File: src/rtl/u409_tack_engine.sv
// Transfer-ack engine for U409: terminates 68040/060 bus cycles for NCH address-space channels.
// Optional build macro U409_TEA_ON_TIMEOUT_EN adds TEA_OUTn for watchdog terminations.
module u409_tack_engine #(
    parameter int unsigned NCH      = 6,
    parameter int unsigned DW       = 4,
    parameter int unsigned WDW      = 7,
    parameter int unsigned WD_LIMIT = 125
) (
    input  logic              CLK40,
    input  logic              DELAYED_TACK_RST,
    input  logic              TSn,
    input  logic [NCH-1:0]    CH_SEL,
    input  logic [NCH*DW-1:0] CH_DELAY,
    input  logic [NCH-1:0]    CH_NOCACHE,
    input  logic              EXT_TACK,
    input  logic              TACKn_IN,
    output logic              TACK_OE,
    output logic              TACK_OUTn,
    output logic              TCI_OUTn,
    output logic [3:0]        ACTIVE_CH,
    output logic              BUSY,
    output logic              TIMEOUT_FLAG
`ifdef U409_TEA_ON_TIMEOUT_EN
    ,
    output logic              TEA_OUTn
`endif
);

`ifdef U409_TEA_ON_TIMEOUT_EN
    localparam bit TeaEn = 1'b1;
`else
    localparam bit TeaEn = 1'b0;
`endif

    typedef enum logic [2:0] {StIdle, StCount, StWait, StAssert, StNegate, StRelease} state_e;

    state_e         state_q, state_d;
    logic [DW-1:0]  cnt_q, cnt_d;
    logic [WDW-1:0] wd_q, wd_d;
    logic [3:0]     ch_q, ch_d;
    logic           tci_low_q, tci_low_d;
    logic           wd_term_q, wd_term_d;
    logic           timeout_q, timeout_d;
    logic           oe_q, tack_q, tci_q, busy_q;
    logic           oe_d, tack_d, tci_d, busy_d, assert_d;

    logic [3:0]     hit_idx;
    logic [DW-1:0]  hit_delay;
    logic           ch_nc;

    // Descending scan so the lowest set channel is the one left standing.
    always_comb begin
        hit_idx   = '0;
        hit_delay = '0;
        for (int i = NCH - 1; i >= 0; i--) begin
            if (CH_SEL[i]) begin
                hit_idx   = 4'(i);
                hit_delay = CH_DELAY[i*DW +: DW];
            end
        end
    end

    always_comb begin
        ch_nc = 1'b0;
        for (int i = 0; i < NCH; i++) begin
            if (ch_q == 4'(i)) ch_nc = CH_NOCACHE[i];
        end
    end

    always_comb begin
        state_d   = state_q;
        cnt_d     = cnt_q;
        wd_d      = wd_q;
        ch_d      = ch_q;
        tci_low_d = tci_low_q;
        wd_term_d = wd_term_q;
        timeout_d = timeout_q;
        unique case (state_q)
            StIdle: begin
                wd_d = '0;
                if (!TSn) begin
                    wd_d = WDW'(1);
                    if (|CH_SEL) begin
                        ch_d    = hit_idx;
                        cnt_d   = hit_delay;
                        state_d = StCount;
                    end else begin
                        state_d = StWait;
                    end
                end else if (EXT_TACK) begin
                    tci_low_d = 1'b1;
                    wd_term_d = 1'b0;
                    state_d   = StAssert;
                end
            end
            StCount: begin
                // Channel expiry beats a coincident watchdog expiry.
                if (!TACKn_IN) begin
                    state_d = StIdle;
                end else if (cnt_q == '0) begin
                    tci_low_d = ch_nc;
                    wd_term_d = 1'b0;
                    state_d   = StAssert;
                end else if (wd_q == WDW'(WD_LIMIT)) begin
                    timeout_d = 1'b1;
                    tci_low_d = 1'b1;
                    wd_term_d = 1'b1;
                    state_d   = StAssert;
                end else begin
                    cnt_d = cnt_q - DW'(1);
                    wd_d  = wd_q + WDW'(1);
                end
            end
            StWait: begin
                if (!TACKn_IN) begin
                    state_d = StIdle;
                end else if (wd_q == WDW'(WD_LIMIT)) begin
                    timeout_d = 1'b1;
                    tci_low_d = 1'b1;
                    wd_term_d = 1'b1;
                    state_d   = StAssert;
                end else begin
                    wd_d = wd_q + WDW'(1);
                end
            end
            StAssert:  state_d = StNegate;
            StNegate:  state_d = StRelease;
            StRelease: state_d = StIdle;
            default:   state_d = StIdle;
        endcase
    end

    // Bus outputs are registered from the next state so they come straight off flops.
    always_comb begin
        assert_d = (state_d == StAssert);
        oe_d     = assert_d || (state_d == StNegate);
        busy_d   = (state_d == StCount) || (state_d == StWait) || oe_d;
        tack_d   = !(assert_d && !(TeaEn && wd_term_d));
        tci_d    = !(assert_d && tci_low_d);
    end

    always_ff @(posedge CLK40 or posedge DELAYED_TACK_RST) begin
        if (DELAYED_TACK_RST) begin
            state_q   <= StIdle;
            cnt_q     <= '0;
            wd_q      <= '0;
            ch_q      <= '0;
            tci_low_q <= 1'b0;
            wd_term_q <= 1'b0;
            timeout_q <= 1'b0;
            oe_q      <= 1'b0;
            tack_q    <= 1'b1;
            tci_q     <= 1'b1;
            busy_q    <= 1'b0;
        end else begin
            state_q   <= state_d;
            cnt_q     <= cnt_d;
            wd_q      <= wd_d;
            ch_q      <= ch_d;
            tci_low_q <= tci_low_d;
            wd_term_q <= wd_term_d;
            timeout_q <= timeout_d;
            oe_q      <= oe_d;
            tack_q    <= tack_d;
            tci_q     <= tci_d;
            busy_q    <= busy_d;
        end
    end

`ifdef U409_TEA_ON_TIMEOUT_EN
    logic tea_q;

    always_ff @(posedge CLK40 or posedge DELAYED_TACK_RST) begin
        if (DELAYED_TACK_RST) tea_q <= 1'b1;
        else                  tea_q <= !((state_d == StAssert) && wd_term_d);
    end

    assign TEA_OUTn = tea_q;
`endif

    assign TACK_OE      = oe_q;
    assign TACK_OUTn    = tack_q;
    assign TCI_OUTn     = tci_q;
    assign ACTIVE_CH    = ch_q;
    assign BUSY         = busy_q;
    assign TIMEOUT_FLAG = timeout_q;

endmodule

File: config.mk
export PLATFORM = sky130hd
export DESIGN_NAME = u409_tack_engine
export DESIGN_NICKNAME = d
export VERILOG_FILES = /design/src/rtl/u409_tack_engine.sv
export SDC_FILE = /design/constraint.sdc
export NUM_CORES = 1
export LEC_CHECK = 0
export BUFFER_PORTS_ARGS = -buffer_cell sky130_fd_sc_hd__clkbuf_2
export CORE_ASPECT_RATIO = 1.2
export CORE_UTILIZATION = 46
export CTS_CLUSTER_SIZE = 10
export DETAILED_ROUTE_END_ITERATION = 8
export GPL_ROUTABILITY_DRIVEN = 0
export PLACE_DENSITY = 0.72
export SLEW_MARGIN = 20
export SYNTH_ARGS = -nofsm -noshare
export SYNTH_HDL_FRONTEND = slang
export SYNTH_SLANG_ARGS = --single-unit
File: constraint.sdc
create_clock -name CLK40 -period 2.5 [get_ports CLK40]
set_input_delay 0.25 -clock CLK40 [delete_from_list [all_inputs] [get_ports CLK40]]
set_output_delay 0.25 -clock CLK40 [all_outputs]
set_load 0.03 [all_outputs]
==> impl_results.md <==
* CTS Buf Count at 3
* PortBufs at 48
* First-pass detailed-route iteration total at 6
* Main flop type after synthesis: dfrtp_1
* Max Root-Sink Buffers at 2
* EDFF count, synth at 0
* Worst hold path class: input pin to async pin
* DP Area at 0.00195 mm²
* Clock latency on the worst-skew pair at 270 ps
* Worst reg-to-reg path cell count at 5
* RSZ-0062 raised after global routing: no
* CP Max Fanout at 14
* CTS Root Cell: clkbuf_8
* Fin crit period at 1890 ps
* Die outline width at 57.6 µm
* Violated checks: design-rule violations
* Drt first-iter violations at 49
* DIE AREA at 0.00396 mm²
* Vias at 1,629
* Sink Count at 23
* Final Cycle Share at 75.6%
* Total placed cells including tap cells at 272
* Initial Util at 49.5%
* Outcome: finished, violations left
* # rows at 23
* Post-synthesis cell type count at 53
* Nets at 284
* Mean post-synth cell area at 8.68 µm²
* Syn Inst Count at 197
* Max Slew Vio Count at 0
* H-Tree Depth at 1
* Worst setup path end: TACK_OE$_DFF_PP0_
* Largest stage delay on the critical path at 650 ps
* Largest net degree at the start of global routing at 24
* Hold Fails Final Rpt at 0
* DRC at 1
* Clock transition at path regs at 80 ps
* Leakage at 0.893 nW
* Ant. Diodes at 0
* CP endpoint kind: flop
* Mapped cell area at 0.00171 mm²
* Core area at 0.00345 mm²
* Area Growth Syn to Fin at 16.5%
* Syn Nets at 241
* Design area at 0.00199 mm²
* Seq cells post-synth at 23
* Vias in the first global route at 1,479
* Crit Path Category: flop to flop
* Hold Buf Count CTS at 0
* Crit path DAT at 2080 ps
* Count leader, synth: dfrtp_1
* CTS tree: yes
* Reg2Reg Launch Point: state_q[1]$_DFF_PP0_
* Initial antenna violation count at 0
* Maxcap violations at 0
* Worst-path cell chain: inv_1 > nor3_1 > a31oi_1 > a21o_2 > a21oi_1
* Postcts setup bufs at 0
* Asr flop ratio synth at 100%
* DRT antenna net count at 0
* Top cells by area, synth: dfrtp_1 (31%), nand2_1 (3.7%), nor2_1 (3.7%)
* Critical Path Slowest Stage Cell: dfrtp_1
* Final TNS setup at 0 ps
* Power, Total at 2.13 mW
* Routed length per instance at 14.5 µm
* Setup slack, reg-to-reg at 610 ps
* Max rail drop VDD at 0.000572 V
* Post-synth top area share at 30.7%
* Critical path origin: state_q[1]$_DFF_PP0_
* Post-DP HPWL at 3100 µm
* Vias/cell at 5.90
* Critical R2R Capture: TACK_OE$_DFF_PP0_
* Slew @ Worst Pin at 851 ps
* Worst clock skew at 6.59 ps
* Worst setup SP type: flop
* Non-filler cells, final at 276
* Register area share after synthesis at 33.8%
* Chip Height at 68.8 µm
* Rel. slew slack at 43.2%
* Detailed Route WL at 4010 µm
* GRT Util Overall at 22.3%
* Total gr overflow at 0
* # resized after CTS at 0
* Max Freq at 529 MHz
* First-pass GRT wire length at 6690 µm
* Share of cells above drive strength 1 at 30.1%
* Area leader, netlist: dfrtp_1
* Power Density at 1070 mW/mm²
* Ports at 50
* Final setup violation count at 0
* Hold slack at 126 ps
* Data required time of the critical path at 2690 ps
* Synth Warn # at 0
* Top cells by count, synth: dfrtp_1 (21), nand2_1 (17), nor2_1 (17), a21oi_1 (11), inv_1 (11)
==> cells by family after synthesis <==
kind of cell / after synthesis / share of synthesized area, %
compound gates: 64 / 27.4
xor+xnor: 3 / 1.54
fa+ha+maj: 3 / 2.20
buf+inv: 23 / 6.15
flops: 23 / 33.8
mux: 4 / 3.29
other cells: 1 / 0.219
simple gates: 76 / 25.4
==> power by group <==
group | internal (mW) | switching (mW)
clock network | 0.114 | 0.118
logic | 0.524 | 0.667
registers | 0.515 | 0.194
total | 1.15 | 0.979
==> worst min-delay path by stage <==
stage                          start                        to  slack, ps  cells past startpoint
floorplan           DELAYED_TACK_RST  ACTIVE_CH[0]$_DFFE_PP0P_        250                      1
global placement    DELAYED_TACK_RST         TACK_OE$_DFF_PP0_        460                      2
detailed placement  DELAYED_TACK_RST            BUSY$_DFF_PP0_        460                      2
CTS                 DELAYED_TACK_RST       wd_q[0]$_DFFE_PP0P_        170                      2
global route        DELAYED_TACK_RST       wd_q[0]$_DFFE_PP0P_        210                      2
finish              DELAYED_TACK_RST       wd_q[0]$_DFFE_PP0P_        130                      2
==> critical path, delay by kind of cell (launching register included) <==
kind	cells	cell delay (ps)
AND/OR/NAND/NOR	1	410
buffers and inverters	1	180
AO/OA/AOI/OAI	3	570
flip-flops	1	650
==> sequential cells by signal, indices dropped and copies added, names as in the netlist, 3 cells and up <==
register   flops
wd_q           7
cnt_q          4
ACTIVE_CH      3
state_q        3
==> metal layers <==
layer | routed length (µm) | track usage, % | up-vias
li1 | - | - | 809
met3 | 228 | 2.05 | 6
met2 | 1980 | 39.7 | 66
met4 | 72 | 11.3 | 0
met1 | 1730 | 27.2 | 748
met5 | 0 | 0 | -
==> per-stage QoR <==
stage	setup slack, ps	util (%)
2_1_floorplan	744	-
3_3_place_gp	656	56.4
3_5_place_dp	636	56.4
4_1_cts	625	57.7
5_1_grt	504	57.7
6_report	609	57.7
==> cells in the final DEF (no fill, tap or decap), drive strengths merged, types with 2 or more instances in the layout <==
cell type	n
or3	2
nor3	8
mux2	3
xor2	3
a21oi	14
o21ai	9
nor2b	7
inv	11
nor3b	2
nand3	6
a221oi	8
a22oi	2
and2	2
o211ai	4
o2111ai	2
clkbuf	52
nor2	17
o21a	4
ha	3
o31ai	3
nand2b	6
nand3b	2
a21o	3
a31oi	5
dfstp	2
dfrtp	21
nand2	17
buf	2
a211oi	4
==> area by class of cell <==
cell class / count / area, µm²
clock buffers: 4 / 45.0
fillers: 319 / 1460
inverters: 11 / 41.3
multi-input cells: 151 / 1030
flip-flops and latches: 23 / 578
well taps: 37 / 46.3
repair buffers: 50 / 255
Power figures use the tool's default switching activity.
